`config.mk`:
```
export PLATFORM = sky130hd
export DESIGN_NAME = reorder_buffer
export DESIGN_NICKNAME = d
export VERILOG_FILES = /design/src/rtl/reorder_buffer.sv
export SDC_FILE = /design/constraint.sdc
export NUM_CORES = 1
export LEC_CHECK = 0
export CAP_MARGIN = 30
export CORE_ASPECT_RATIO = 0.5
export CORE_MARGIN = 4
export CORE_UTILIZATION = 55
export DETAILED_ROUTE_END_ITERATION = 7
export PLACE_DENSITY = 0.73
export SLEW_MARGIN = 30
export SYNTH_ARGS = -nofsm -noshare
export SYNTH_HDL_FRONTEND = slang
export SYNTH_SLANG_ARGS = --single-unit
```
`constraint.sdc`:
```
create_clock -name clk_in -period 4.6 [get_ports clk_in]
set_clock_uncertainty 0.05 [all_clocks]
set_input_delay 0.69 -clock clk_in [delete_from_list [all_inputs] [get_ports clk_in]]
set_output_delay 0.69 -clock clk_in [all_outputs]
set_load 0.01 [all_outputs]
```
`src/rtl/reorder_buffer.sv`:
```
// reorder_buffer
//   In-order retirement buffer placed directly upstream of the register file.
//   Issue allocates entries in program order. Execution units post results by
//   tag, in any order. Completed entries are committed strictly from the head
//   and drive the register-file write port.
//
// Ports
//   clk_in, rst_in       clock, synchronous active-high reset
//   flush_in             synchronous squash of every entry (mispredict)
//   alloc_valid/_rd/_has_dest -> alloc_tag   allocation request and granted tag
//   rob_full, rob_empty  occupancy flags derived from the registered count
//   wb_valid/_tag/_data  out-of-order result writeback
//   query_tag -> query_ready/query_data      operand lookup on registered state
//   write_or_not, writeaddr, writedata       registered register-file write port
//   commit_valid, commit_tag                 registered retirement report
//
// Handshake: an allocation is accepted on a rising edge where
// alloc_valid && !rob_full. When the buffer is full the request is dropped,
// and issue must hold it until it is accepted. wb_valid and commit_valid are
// single-cycle pulses with no back-pressure.

module reorder_buffer #(
   parameter int DEPTH = 16,
   parameter int TAG_W = 4
) (
   input  logic             clk_in,
   input  logic             rst_in,
   input  logic             flush_in,
   input  logic             alloc_valid,
   input  logic [4:0]       alloc_rd,
   input  logic             alloc_has_dest,
   output logic [TAG_W-1:0] alloc_tag,
   output logic             rob_full,
   output logic             rob_empty,
   input  logic             wb_valid,
   input  logic [TAG_W-1:0] wb_tag,
   input  logic [31:0]      wb_data,
   input  logic [TAG_W-1:0] query_tag,
   output logic             query_ready,
   output logic [31:0]      query_data,
   output logic             write_or_not,
   output logic [4:0]       writeaddr,
   output logic [31:0]      writedata,
   output logic             commit_valid,
   output logic [TAG_W-1:0] commit_tag
);

   localparam logic [TAG_W:0] FULL_COUNT = (TAG_W+1)'(DEPTH);

   logic [DEPTH-1:0] busy_q;
   logic [DEPTH-1:0] ready_q;
   logic [DEPTH-1:0] has_dest_q;
   logic [4:0]       rd_q   [DEPTH];
   logic [31:0]      data_q [DEPTH];
   logic [TAG_W-1:0] head_q;
   logic [TAG_W-1:0] tail_q;
   logic [TAG_W:0]   count_q;
   logic             alloc_ok;
   logic             commit_ok;
   logic             squash;

   assign squash      = rst_in | flush_in;
   assign rob_full    = (count_q == FULL_COUNT);
   assign rob_empty   = (count_q == '0);
   assign alloc_tag   = tail_q;
   // Fullness comes from the registered count, so a full buffer refuses
   // allocation even in a cycle where the head retires.
   assign alloc_ok    = alloc_valid & ~rob_full;
   assign commit_ok   = busy_q[head_q] & ready_q[head_q];
   assign query_ready = busy_q[query_tag] & ready_q[query_tag];
   assign query_data  = data_q[query_tag];

   // Status bits. Allocation and commit never target the same entry: if
   // head == tail with the head busy, the buffer is full and allocation is
   // refused. Commit is written last so it wins over a writeback to the head.
   always_ff @(posedge clk_in) begin
      if (squash) begin
         busy_q  <= '0;
         ready_q <= '0;
      end else begin
         for (int i = 0; i < DEPTH; i++) begin
            if (alloc_ok && tail_q == TAG_W'(i)) begin
               busy_q[i]  <= 1'b1;
               ready_q[i] <= 1'b0;
            end
            if (wb_valid && busy_q[i] && wb_tag == TAG_W'(i))
               ready_q[i] <= 1'b1;
            if (commit_ok && head_q == TAG_W'(i)) begin
               busy_q[i]  <= 1'b0;
               ready_q[i] <= 1'b0;
            end
         end
      end
   end

   // Payload needs no reset. It is only observed through busy/ready.
   always_ff @(posedge clk_in) begin
      for (int i = 0; i < DEPTH; i++) begin
         if (alloc_ok && tail_q == TAG_W'(i)) begin
            rd_q[i]       <= alloc_rd;
            has_dest_q[i] <= alloc_has_dest & (alloc_rd != 5'd0);
         end
         if (wb_valid && busy_q[i] && wb_tag == TAG_W'(i))
            data_q[i] <= wb_data;
      end
   end

   always_ff @(posedge clk_in) begin
      if (squash) begin
         head_q  <= '0;
         tail_q  <= '0;
         count_q <= '0;
      end else begin
         head_q  <= head_q + TAG_W'(commit_ok);
         tail_q  <= tail_q + TAG_W'(alloc_ok);
         count_q <= count_q + (TAG_W+1)'(alloc_ok) - (TAG_W+1)'(commit_ok);
      end
   end

   // Register-file port. The address, data and tag hold between commits.
   // Only reset clears them; a flush does not.
   always_ff @(posedge clk_in) begin
      if (rst_in) begin
         write_or_not <= 1'b0;
         writeaddr    <= '0;
         writedata    <= '0;
         commit_valid <= 1'b0;
         commit_tag   <= '0;
      end else if (flush_in || !commit_ok) begin
         write_or_not <= 1'b0;
         commit_valid <= 1'b0;
      end else begin
         write_or_not <= has_dest_q[head_q];
         writeaddr    <= rd_q[head_q];
         writedata    <= data_q[head_q];
         commit_valid <= 1'b1;
         commit_tag   <= head_q;
      end
   end

endmodule

```
==> flow_summary.ini, run 1 <==
[critical_path]
slowest_delay_ns = 0.68
critPathKind = register to register
path_max_fanout = 42
reg2reg_depth = 16
slowest_stage = dfxtp_4
worst_setup_path_start_kind = register
crit_arrival_ns = 4.35
path_cells = buf_4 -> o2111ai_1 -> nand4_1 -> buf_4 -> and2_1 -> inv_1 -> ha_1 -> inv_1 -> ha_1 -> inv_1 -> fa_1 -> inv_1 -> a21oi_1 -> nor2_1 -> or3_1 -> a21oi_1
worstPathRequired_ns = 5.08
r2r_slack_ns = 0.73
cp-end-kind = register
crit_path_frequent_cell = inv_1

[detailed_routing]
vias = 17000
wl_um = 76600
viasPerCell = 6.79
met2WireLength_um = 37300
topRoutingLayerUsed = met4
drc = 0
drt_pass1_iterations = 7
ant_nets = 0
drt-met1-wl_um = 30700
wl_met3_um = 7380
wl_per_cell_um = 30.6
drt_iter0_drc = 2168

[yosys]
syn_area_per_cell_um2 = 19.4
synth.distinct_cells = 46
yosys_warnings = 0
synth_fp_nets = 1643
ys_seq_elements = 696
syn_area_um2 = 30700
synth-seq-area-share_pct = 65.1
synth_cells = 1581

[final_layout]
fin_util_pct = 64.3
final_cell_area_um2 = 35000
drive_above_1_share_pct = 29.5
final-seq-area_um2 = 20000
diodes = 0
syn_to_final_growth_pct = 14.0
final_cell_mix = 608 x edfxtp_1, 315 x mux4_2, 127 x clkdlybuf4s50_1
nets = 1770
multiInputGateArea_um2 = 10200
fill_cells = 3665
final_common_cell = edfxtp_1
finalNonFillerCells = 2502

[die]
ios = 133
fp.dieArea_um2 = 60000
row_count = 60
start_util_pct = 56.4
core_um2 = 54500
die_w_um = 342
die_h_um = 175

[sta]
max_freq_mhz = 258
setup-tns-final_ns = 0
layout_min_cycle_time_ns = 3.87
fin_ws_ns = 0.728
finalHoldViolations = 0
setup_viol = 0
rsz0062_at_grt = no
slew_violations = 0
period_share_pct = 84.2
holdWs_ns = 0.434
slew-limit-headroom_pct = 40.9
worst_slew_pin_slew_ns = 0.887

[placement]
io_buffers = 132
dp.final_hpwl_um = 42400
gp_congestion = 0.894
dpl_cell_area_um2 = 33000
placed_cells = 2390
place_ws_ns = 0.813

[min_path]
worstHoldPathCells = 2
hp-class = register to register

[power_and_ir_drop]
powerDensity_nw_per_um2 = 358
report.power.total_mw = 12.5
leakage_nw = 11.0
max-vdd-ir-drop_mv = 0.274

[clock_network]
clk_latency_ns = 0.62
clockRootBuffer = clkbuf_16
tritoncts = yes
h-tree-depth = 2
cts_resized = 0
cts_buffers = 59
holdBufCountCts = 0
clock-sinks = 696
path_clk_slew_ns = 0.06
cts_buffer_depth = 3
postCtsSetupBuffers = 0

[run_status]
outcome = completed

[grt]
grt_pass1_vias = 17700
grt_pass1_wl_um = 114000
gr-total-overflow = 0
antenna_found_initial = 0
grt_start_max_net_pins = 69
grt_util_all_layers_pct = 25.8

[job]
maxCapViolCount = 0
[worst paths after layout]
path	startpoint	endpoint
worst min register to register	commit_tag[3]	commit_tag[3]
worst max-delay path	head_q[1]	count_q[4]
worst max register to register	head_q[1]	count_q[4]
worst min-delay path	commit_tag[3]	commit_tag[3]
[power by group]
group	leakage [nW]	internal (mW)	switching [mW]
clock network	0.970	2.85	2.27
logic	3.82	0.264	0.285
registers	6.18	6.86	0.00499
total	11.0	9.97	2.56
[routing by layer]
metal  vias to the layer above  track usage (%)
met5                         -                0
met4                         0             5.30
met3                       102             4.40
met2                       980             41.6
met1                      8969             38.0
li1                       6930                -
[area by class of cell]
type	instances	area share, %
Sequential cell	696	57.2
Multi-Input combinational cell	747	29.0
Timing Repair Buffer	176	5.22
Clock buffer	77	4.67
Tap cell	744	2.66
Clock inverter	34	0.978
Inverter	28	0.300
[kinds of logic (layout without fill, tap and decap cells)]
logic type,after synthesis,count (layout),synth area share [%]
AOI/OAI and AO/OA,181,181,3.81
xor gates and xnor gates,7,7,0.199
adders and majority gates,11,11,0.472
buffers and inverters,138,315,1.97
DFF,696,696,65.1
muxes,359,359,25.1
and+or+nand+nor,189,189,3.29
[sequential cells by signal, indices dropped and copies added (netlist names)]
register / flops
write_or_not: 1
writeaddr: 5
ready_q: 16
head_q: 4
commit_tag: 4
commit_valid: 1
alloc_tag: 4
busy_q: 16
count_q: 5
writedata: 32
rd_q: 80
has_dest_q: 16
data_q: 512
[cells in the mapped netlist, drive strengths merged]
library cell | count | share of area (%)
nor4b | 2 | 0.057
xnor2 | 4 | 0.11
or2 | 2 | 0.041
nand4 | 5 | 0.10
a21oi | 57 | 0.93
o21ba | 5 | 0.16
nor3 | 14 | 0.23
o31ai | 3 | 0.073
nor2 | 42 | 0.51
nand2 | 20 | 0.24
mux4 | 317 | 23
or4b | 1 | 0.033
o21a | 2 | 0.049
buf | 63 | 1.1
nor4 | 5 | 0.10
or4 | 1 | 0.024
o211ai | 5 | 0.12
and3 | 9 | 0.18
o2111ai | 3 | 0.086
clkbuf | 47 | 0.57
a21o | 3 | 0.073
mux2 | 37 | 1.7
nor3b | 1 | 0.024
and4 | 3 | 0.086
nand2b | 11 | 0.22
a221oi | 1 | 0.049
nand3 | 20 | 0.33
edfxtp | 608 | 59
nor4bb | 1 | 0.033
o21ai | 28 | 0.46
mux2i | 5 | 0.16
dfxtp | 88 | 5.7
a22oi | 74 | 1.8
clkinv | 1 | 0.012
fa | 1 | 0.065
ha | 10 | 0.41
inv | 27 | 0.33
xor2 | 3 | 0.086
and3b | 1 | 0.029
nor2b | 43 | 0.88
or3 | 1 | 0.020
and2 | 7 | 0.14
[critical path: cells and delay by family, from the launching register on]
kind / cells / cell delay [ns]
and+or+nand+nor: 4 / 0.77
adders and majority gates: 3 / 0.69
DFF: 1 / 0.68
buffers and inverters: 6 / 1.11
AOI/OAI and AO/OA: 3 / 0.49
Power figures use the tool's default switching activity.
==> inputs of run 2 (changes only) <==
clock period = 3.7 ns   (was 4.6 ns; I/O delays follow)
==> flow_summary.ini, run 2 (synthesis results as in run 1) <==
[run_status]
outcome = completed

[final_layout]
reg_top3 = data_q (512), rd_q (80), writedata (32)
drive_above_1_share_pct = 30.1
largest_reg_flops = 512
final_cell_mix = 608 x edfxtp_1, 315 x mux4_2, 127 x clkdlybuf4s50_1
final_common_cell = edfxtp_1
regMostFlops = data_q
fill_cells = 3636
syn_to_final_growth_pct = 15.1
fin_util_pct = 64.9
nets = 1793

[grt]
grt_start_max_net_pins = 65
gr-total-overflow = 0
grt_util_all_layers_pct = 25.9
antenna_found_initial = 1
grt_pass1_vias = 18000
grt_pass1_wl_um = 115000

[critical_path]
critPathKind = input port to primary output
cp-end-kind = primary output
crit_arrival_ns = 2.88
worstPathRequired_ns = 3.09
path_max_fanout = 34
slowest_delay_ns = 0.53
path_cells = clkbuf_8 -> buf_4 -> mux4_2 -> mux4_2 -> clkdlybuf4s50_1
crit_path_frequent_cell = mux4_2
slowest_stage = mux4_2
worst_setup_path_start_kind = input port

[placement]
dp.final_hpwl_um = 44100
io_buffers = 132
gp_congestion = 0.892

[die]
die_w_um = 342
row_count = 60
fp.dieArea_um2 = 60000
start_util_pct = 56.4
die_h_um = 175
core_um2 = 54500
ios = 133

[job]
maxCapViolCount = 0

[detailed_routing]
ant_nets = 0
drc = 0
viasPerCell = 6.77
drt_iter0_drc = 1944
drt_pass1_iterations = 5
wl_per_cell_um = 30.4
wl_um = 76700
vias = 17100

[power_and_ir_drop]
max-vdd-ir-drop_mv = 0.387
powerDensity_nw_per_um2 = 440
leakage_nw = 11.1

[clock_network]
h-tree-depth = 2
cts_buffer_depth = 3
cts_buffers = 59
postCtsSetupBuffers = 0
tritoncts = yes
clock-sinks = 696
holdBufCountCts = 0
path_clk_slew_ns = 0.07
clk_latency_ns = 0.60
clockRootBuffer = clkbuf_16
cts_resized = 0

[sta]
setup_viol = 0
slew_violations = 0
period_share_pct = 94.2
worst_slew_pin_slew_ns = 1.05
rsz0062_at_grt = no
max_freq_mhz = 287
finalHoldViolations = 0
slew-limit-headroom_pct = 30.1
layout_min_cycle_time_ns = 3.48
setup-tns-final_ns = 0

[min_path]
hp-class = register to register
-- run 2: cell count changes in the layout (fill, tap and decap cells not counted), moves of 3 or more --
cell,change
buf_12,+18
buf_4,+7
clkbuf_8,-3
clkinv_4,-3
-- run 2: layout make-up --
type                    count  area, µm²  area share [%]
repair buffers            199       2220            6.28
flip-flops and latches    696      20000            56.6
diodes                      1       2.50         0.00707
well taps                 744        931            2.63
clock buffers              75       1620            4.57
multi-input cells         747      10200            28.7
clock inverters            33        329           0.930
inverters                  28        105           0.297
-- run 2: power by group --
group	internal, mW	switching, mW
clock	3.57	2.79
combinational	0.341	0.358
sequential	8.53	0.00632
total	12.4	3.15
-- run 2: final timing paths --
path / from / endpoint / slack, ns / cells past startpoint
hold reg to reg: commit_tag[1] / commit_tag[1] / 0.43 / 2
setup / recovery: query_tag[0] / query_data[0] / 0.22 / 5
hold / removal: commit_tag[1] / commit_tag[1] / 0.43 / 2
setup reg to reg: head_q[1] / count_q[4] / 0.33 / 15
-- run 2: critical path, delay by kind of cell --
kind     cells  cell delay [ns]
mux          2             1.05
buf+inv      3             1.24
-- run 2: per-layer routing --
metal | wire length (µm) | vias to the layer above | global-route usage, % | share of wire, %
li1 | - | 6985 | - | -
met1 | 30300 | 9028 | 36.8 | 40
met2 | 37500 | 938 | 42.4 | 49
met3 | 6970 | 138 | 4.52 | 9.1
met4 | 1830 | 0 | 6.46 | 2.4
met5 | 0 | - | 0 | 0
-- run 2: metrics by stage --
stage	cells	hold WS [ns]	area (µm²)	worst slack (ns)	total power [mW]
global route	2523	0.454	35400	0.122	16.1
finish	2523	0.429	35400	0.215	15.6
detailed placement	2414	0.419	33400	0.201	9.41
CTS	2522	0.430	35400	0.195	15.7
floorplan	1581	0.408	30700	0.474	9.07
global placement	2413	0.408	33400	0.214	9.39
==> inputs of run 3 (changes only) <==
PLACE_DENSITY = 0.83   (was 0.73)
==> flow_summary.ini, run 3 (synthesis results as in run 1) <==
[run_status]
outcome = completed

[detailed_routing]
ant_nets = 0
drt_pass1_iterations = 6
drc = 0
wl_per_cell_um = 31.9
viasPerCell = 6.98
vias = 17600
drt_iter0_drc = 2484
wl_um = 80600

[critical_path]
worstPathRequired_ns = 3.09
path_cells = clkbuf_8 -> buf_12 -> mux4_2 -> mux4_2 -> clkdlybuf4s50_1
worst_setup_path_start_kind = input port
slowest_delay_ns = 0.54
critPathKind = input port to primary output
cp-end-kind = primary output
reg2reg_depth = 15
critPathCapture = query_data[19]
path_max_fanout = 27
crit_path_frequent_cell = mux4_2
crit_arrival_ns = 2.80
r2r_slack_ns = 0.34
r2r_start = head_q[1]
cp-startpoint = query_tag[0]
r2r_end = count_q[4]
slowest_stage = mux4_2

[power_and_ir_drop]
leakage_nw = 11.2
max-vdd-ir-drop_mv = 0.345
powerDensity_nw_per_um2 = 452

[final_layout]
largest_reg_flops = 512
final_common_cell = edfxtp_1
fill_cells = 3424
drive_above_1_share_pct = 30.5
syn_to_final_growth_pct = 15.4
regMostFlops = data_q
reg_top3 = data_q (512), rd_q (80), writedata (32)
nets = 1791
final_cell_mix = 608 x edfxtp_1, 315 x mux4_2, 127 x clkdlybuf4s50_1

[clock_network]
cts_resized = 0
cts_buffers = 59
cts_buffer_depth = 3
path_clk_slew_ns = 0.06
postCtsSetupBuffers = 0
holdBufCountCts = 0
h-tree-depth = 2
clk_latency_ns = 0.61
tritoncts = yes
clockRootBuffer = clkbuf_16
clock-sinks = 696

[grt]
antenna_found_initial = 3
met2_usage_pct = 44.8
grt_start_max_net_pins = 95
met1_usage_pct = 35.8
gr-total-overflow = 0
grt_pass1_vias = 18600
grt_util_all_layers_pct = 27.0
grt-busiest-layer = met2
grt_pass1_wl_um = 120000
grt_use_met3_pct = 5.75

[die]
die_w_um = 342
ios = 133
die_h_um = 175
core_um2 = 54500
row_count = 60
start_util_pct = 56.4
fp.dieArea_um2 = 60000

[min_path]
worstHoldStart = rst_in
hp-class = input port to register

[sta]
rsz0062_at_grt = no
setup-tns-final_ns = 0
slew-limit-headroom_pct = 33.7
max_freq_mhz = 294
finalHoldViolations = 0
setup_viol = 0
layout_min_cycle_time_ns = 3.40
slew_violations = 0
period_share_pct = 91.9
worst_slew_pin_slew_ns = 0.981
fin_ws_ns = 0.299

[job]
maxCapViolCount = 0

[placement]
place_ws_ns = 0.300
gp_congestion = 0.903
io_buffers = 132
dp.final_hpwl_um = 44400
-- run 3: cell types whose count changed in the layout (fill, tap and decap cells not counted), moves of 2 or more --
cell | previous run | this run
clkinv_1 | 18 | 9
inv_2 | 0 | 6
clkbuf_1 | 10 | 15
clkinv_2 | 12 | 7
buf_12 | 31 | 27
bufinv_16 | 7 | 11
diode_2 | 1 | 4
buf_4 | 37 | 39
clkinvlp_2 | 2 | 0
clkinvlp_4 | 1 | 3
-- run 3: worst min-delay path by stage --
| stage | to | slack [ns] | depth (start not counted) |
|---|---|---|---|
| global route | commit_tag[3] | 0.41 | 2 |
| detailed placement | commit_tag[0] | 0.42 | 2 |
| CTS | commit_tag[3] | 0.38 | 2 |
| global placement | commit_tag[0] | 0.41 | 2 |
| finish | commit_tag[3] | 0.41 | 2 |
| floorplan | ready_q[3] | 0.41 | 2 |
-- run 3: power by group --
part | internal, mW | leakage (nW) | switching (mW) | total [mW]
Clock | 3.89 | 1.01 | 2.87 | 6.76
Sequential | 8.53 | 6.18 | 0.00640 | 8.54
Combinational | 0.343 | 4.00 | 0.375 | 0.718
Total | 12.8 | 11.2 | 3.25 | 16.0
-- run 3: worst max-delay path: cells and delay by family --
kind / cells / cell delay [ns]
buffers and inverters: 3 / 1.12
muxes: 2 / 1.06
-- run 3: metrics by stage --
step | instance area, µm² | utilization [%] | cells | hold WS (ns) | power [mW]
CTS | 35400 | 65.0 | 2523 | 0.378 | 16.0
finish | 35500 | 65.1 | 2527 | 0.405 | 16.0
floorplan | 30700 | - | 1581 | 0.408 | 9.07
detailed placement | 33400 | 61.2 | 2412 | 0.420 | 9.41
global placement | 33400 | 61.2 | 2412 | 0.411 | 9.40
global route | 35500 | 65.0 | 2526 | 0.405 | 16.5
-- run 3: per-layer routing --
metal / wire, µm / vias up
li1: - / 6986
met4: 3010 / 0
met1: 27900 / 8992
met2: 40200 / 1419
met5: 0 / -
met3: 9510 / 238
-- run 3: area by class of cell --
cell class	instances	area [µm²]	share of cell area (%)
Sequential cell	696	20000	56.5
Multi-Input combinational cell	747	10200	28.7
Timing Repair Buffer	197	2140	6.03
Clock buffer	81	1650	4.66
Tap cell	744	931	2.63
Clock inverter	30	429	1.21
Inverter	28	105	0.296
Antenna cell	4	10.0	0.0282
==> RTL edit, RTL diff (settings of run 1) <==
Change the parameter `TAG_W` from 4 to 5.
--- a/src/rtl/reorder_buffer.sv
+++ b/src/rtl/reorder_buffer.sv
@@ -21,7 +21,7 @@
 
 module reorder_buffer #(
    parameter int DEPTH = 16,
-   parameter int TAG_W = 4
+   parameter int TAG_W = 5
 ) (
    input  logic             clk_in,
    input  logic             rst_in,
Interface: changed (resized alloc_tag, commit_tag, query_tag and wb_tag); port bits go from 133 to 137. The function was not compared with the original's and may differ.
==> RTL edit against run 1 <==
Synthesized area grew 1.2%; sequential cell count grew 4; worst setup slack lost 0.065 ns; non-clock buffer count grew 11; via count grew 2.6%; total power grew 1.6%; final area grew 1.4%; wire length grew 1.7%; critical path type is now in2out; sequential share of layout area shrank 0.56 points.
==> RTL edit: results (changes against run 1) <==
1st-iter DRT viols: 2,131 (-1.7%)
Ys Warns: 0 (unchanged)
Worst-Skew Late Latency: 0.62 ns (about the same)
pin count of the biggest net entering global routing: 96 (+39%)
layout cells sized above 1: 29.7% (+0.21 points)
asr flop ratio synth: 0% (unchanged)
RD Place Congestion: 0.888 (-0.66%)
CP max stage cell: clkbuf_8
peak supply drop: 0.000282 V (+3.0%)
Post-Layout Cell Count: 2,552 (+2.0%)
DR pass1 iterations: 5 (-2)
Lkg Pwr: 11.2 nW (+1.8%)
Seq/Total Area, Yosys: 64.6% (-0.52 points)
Placement Cell Area: 0.0335 mm2 (+1.4%)
max incr delay on CP: 0.54 ns (-0.14 ns)
syn avg cell area: 19.3 um2 (-0.81%)
number of I/O port buffers: 135 (+2.3%)
GRT Overall Usage: 26.2% (+0.39 points)
Clk pin slew, worst setup/hold paths: 0.06 ns (about the same)
WL/cell: 30.6 um (-0.26%)
worst min path class: reg2reg
post_cts resized: 0 (unchanged)
vias in the first global route: 18,300 (+3.7%)
Max Root-Sink Buffers: 3 (unchanged)
dpl cells: 2,441 (+2.1%)
fillers: 3,765 (+2.7%)
top flop regs: data_q x512, rd_q x80, writedata x32
setup_tns: 0 ns (unchanged)
status: finished clean
Post-DP HPWL: 45,400 um (+7.1%)
Worst Path Max Fanout: 49 (+17%)
Net count, final: 1,813 (+2.4%)
DR vias/cell: 6.83 (+0.58%)
syn nets: 1,680 (+2.3%)
first-pass GRT wire length: 117,000 um (+2.6%)
most frequent cells after synthesis: 608 x edfxtp_1, 316 x mux4_2, 92 x dfxtp_1
Core Util, Final: 63.8% (-0.52 points)
Distinct cells, synth: 60 (+30%)
Tightest Pin Transition: 0.999 ns (+0.112 ns)
Synth area leaders: edfxtp_1 59%, mux4_2 23%, dfxtp_1 5.9%, a22oi_1 1.8%, mux2_4 1.4%
CP arrival: 3.20 ns (-1.15 ns)
[RTL edit: cell types whose count changed after synthesis, moves of 8 or more]
cell	run 1	this run
a211oi_1	0	11
buf_1	19	27
o21ai_0	28	10
clkbuf_1	47	55
buf_2	39	28
[RTL edit: area by class of cell]
| type | instances | share of cell area, % |
|---|---|---|
| clock buffer | 73 | 4.51 |
| clock inverter | 38 | 1.17 |
| inverter | 27 | 0.285 |
| multi-input combinational | 771 | 29.4 |
| sequential | 700 | 56.6 |
| tap | 756 | 2.66 |
| timing repair buffer | 187 | 5.41 |
[RTL edit: layer usage]
layer | up-vias | GRT usage (%) | wire length (um)
li1 | 7060 | - | -
met1 | 9155 | 37.8 | 29900
met2 | 1052 | 42.2 | 37600
met3 | 154 | 4.40 | 8130
met4 | 0 | 7.56 | 2380
met5 | - | 0 | 0
[RTL edit: path summary, 6_finish.rpt]
kind	from	depth (start not counted)	end	slack (ns)
worst max register to register	head_q[1]$_SDFF_PP0_	14	count_q[4]$_SDFF_PP0_	0.86
worst min register to register	commit_tag[1]$_SDFFE_PP0P_	2	commit_tag[1]$_SDFFE_PP0P_	0.43
worst max-delay path	query_tag[0]	5	query_data[19]	0.66
worst min-delay path	commit_tag[1]$_SDFFE_PP0P_	2	commit_tag[1]$_SDFFE_PP0P_	0.43
[RTL edit: critical path: cells and delay by family]
| kind | cells | cell delay (ns) |
|---|---|---|
| buffers and inverters | 3 | 1.42 |
| muxes | 2 | 1.04 |
[RTL edit: logic make-up (layout without fill, tap and decap cells)]
| kind of cell | after synthesis | count (layout) | synth area share [%] |
|---|---|---|---|
| flip-flops | 700 | 700 | 64.6 |
| XOR/XNOR | 9 | 9 | 0.253 |
| AO/OA/AOI/OAI | 188 | 188 | 4.09 |
| adder cells (fa/ha/maj) | 14 | 14 | 0.587 |
| multiplexers | 362 | 362 | 24.9 |
| buffers and inverters | 142 | 325 | 2.01 |
| AND/OR/NAND/NOR | 198 | 198 | 3.56 |
[RTL edit: where the power goes]
part | internal [mW] | switching [mW] | leakage, nW | total (mW)
combinational | 0.271 | 0.294 | 3.97 | 0.565
sequential | 6.90 | 0.00676 | 6.21 | 6.90
clock | 2.97 | 2.29 | 0.982 | 5.26
[RTL edit: per-stage QoR]
step | setup WS [ns] | hold slack, ns
floorplan | 1.38 | 0.405
global placement | 0.666 | 0.411
detailed placement | 0.648 | 0.416
CTS | 0.634 | 0.427
global route | 0.522 | 0.466
finish | 0.663 | 0.427
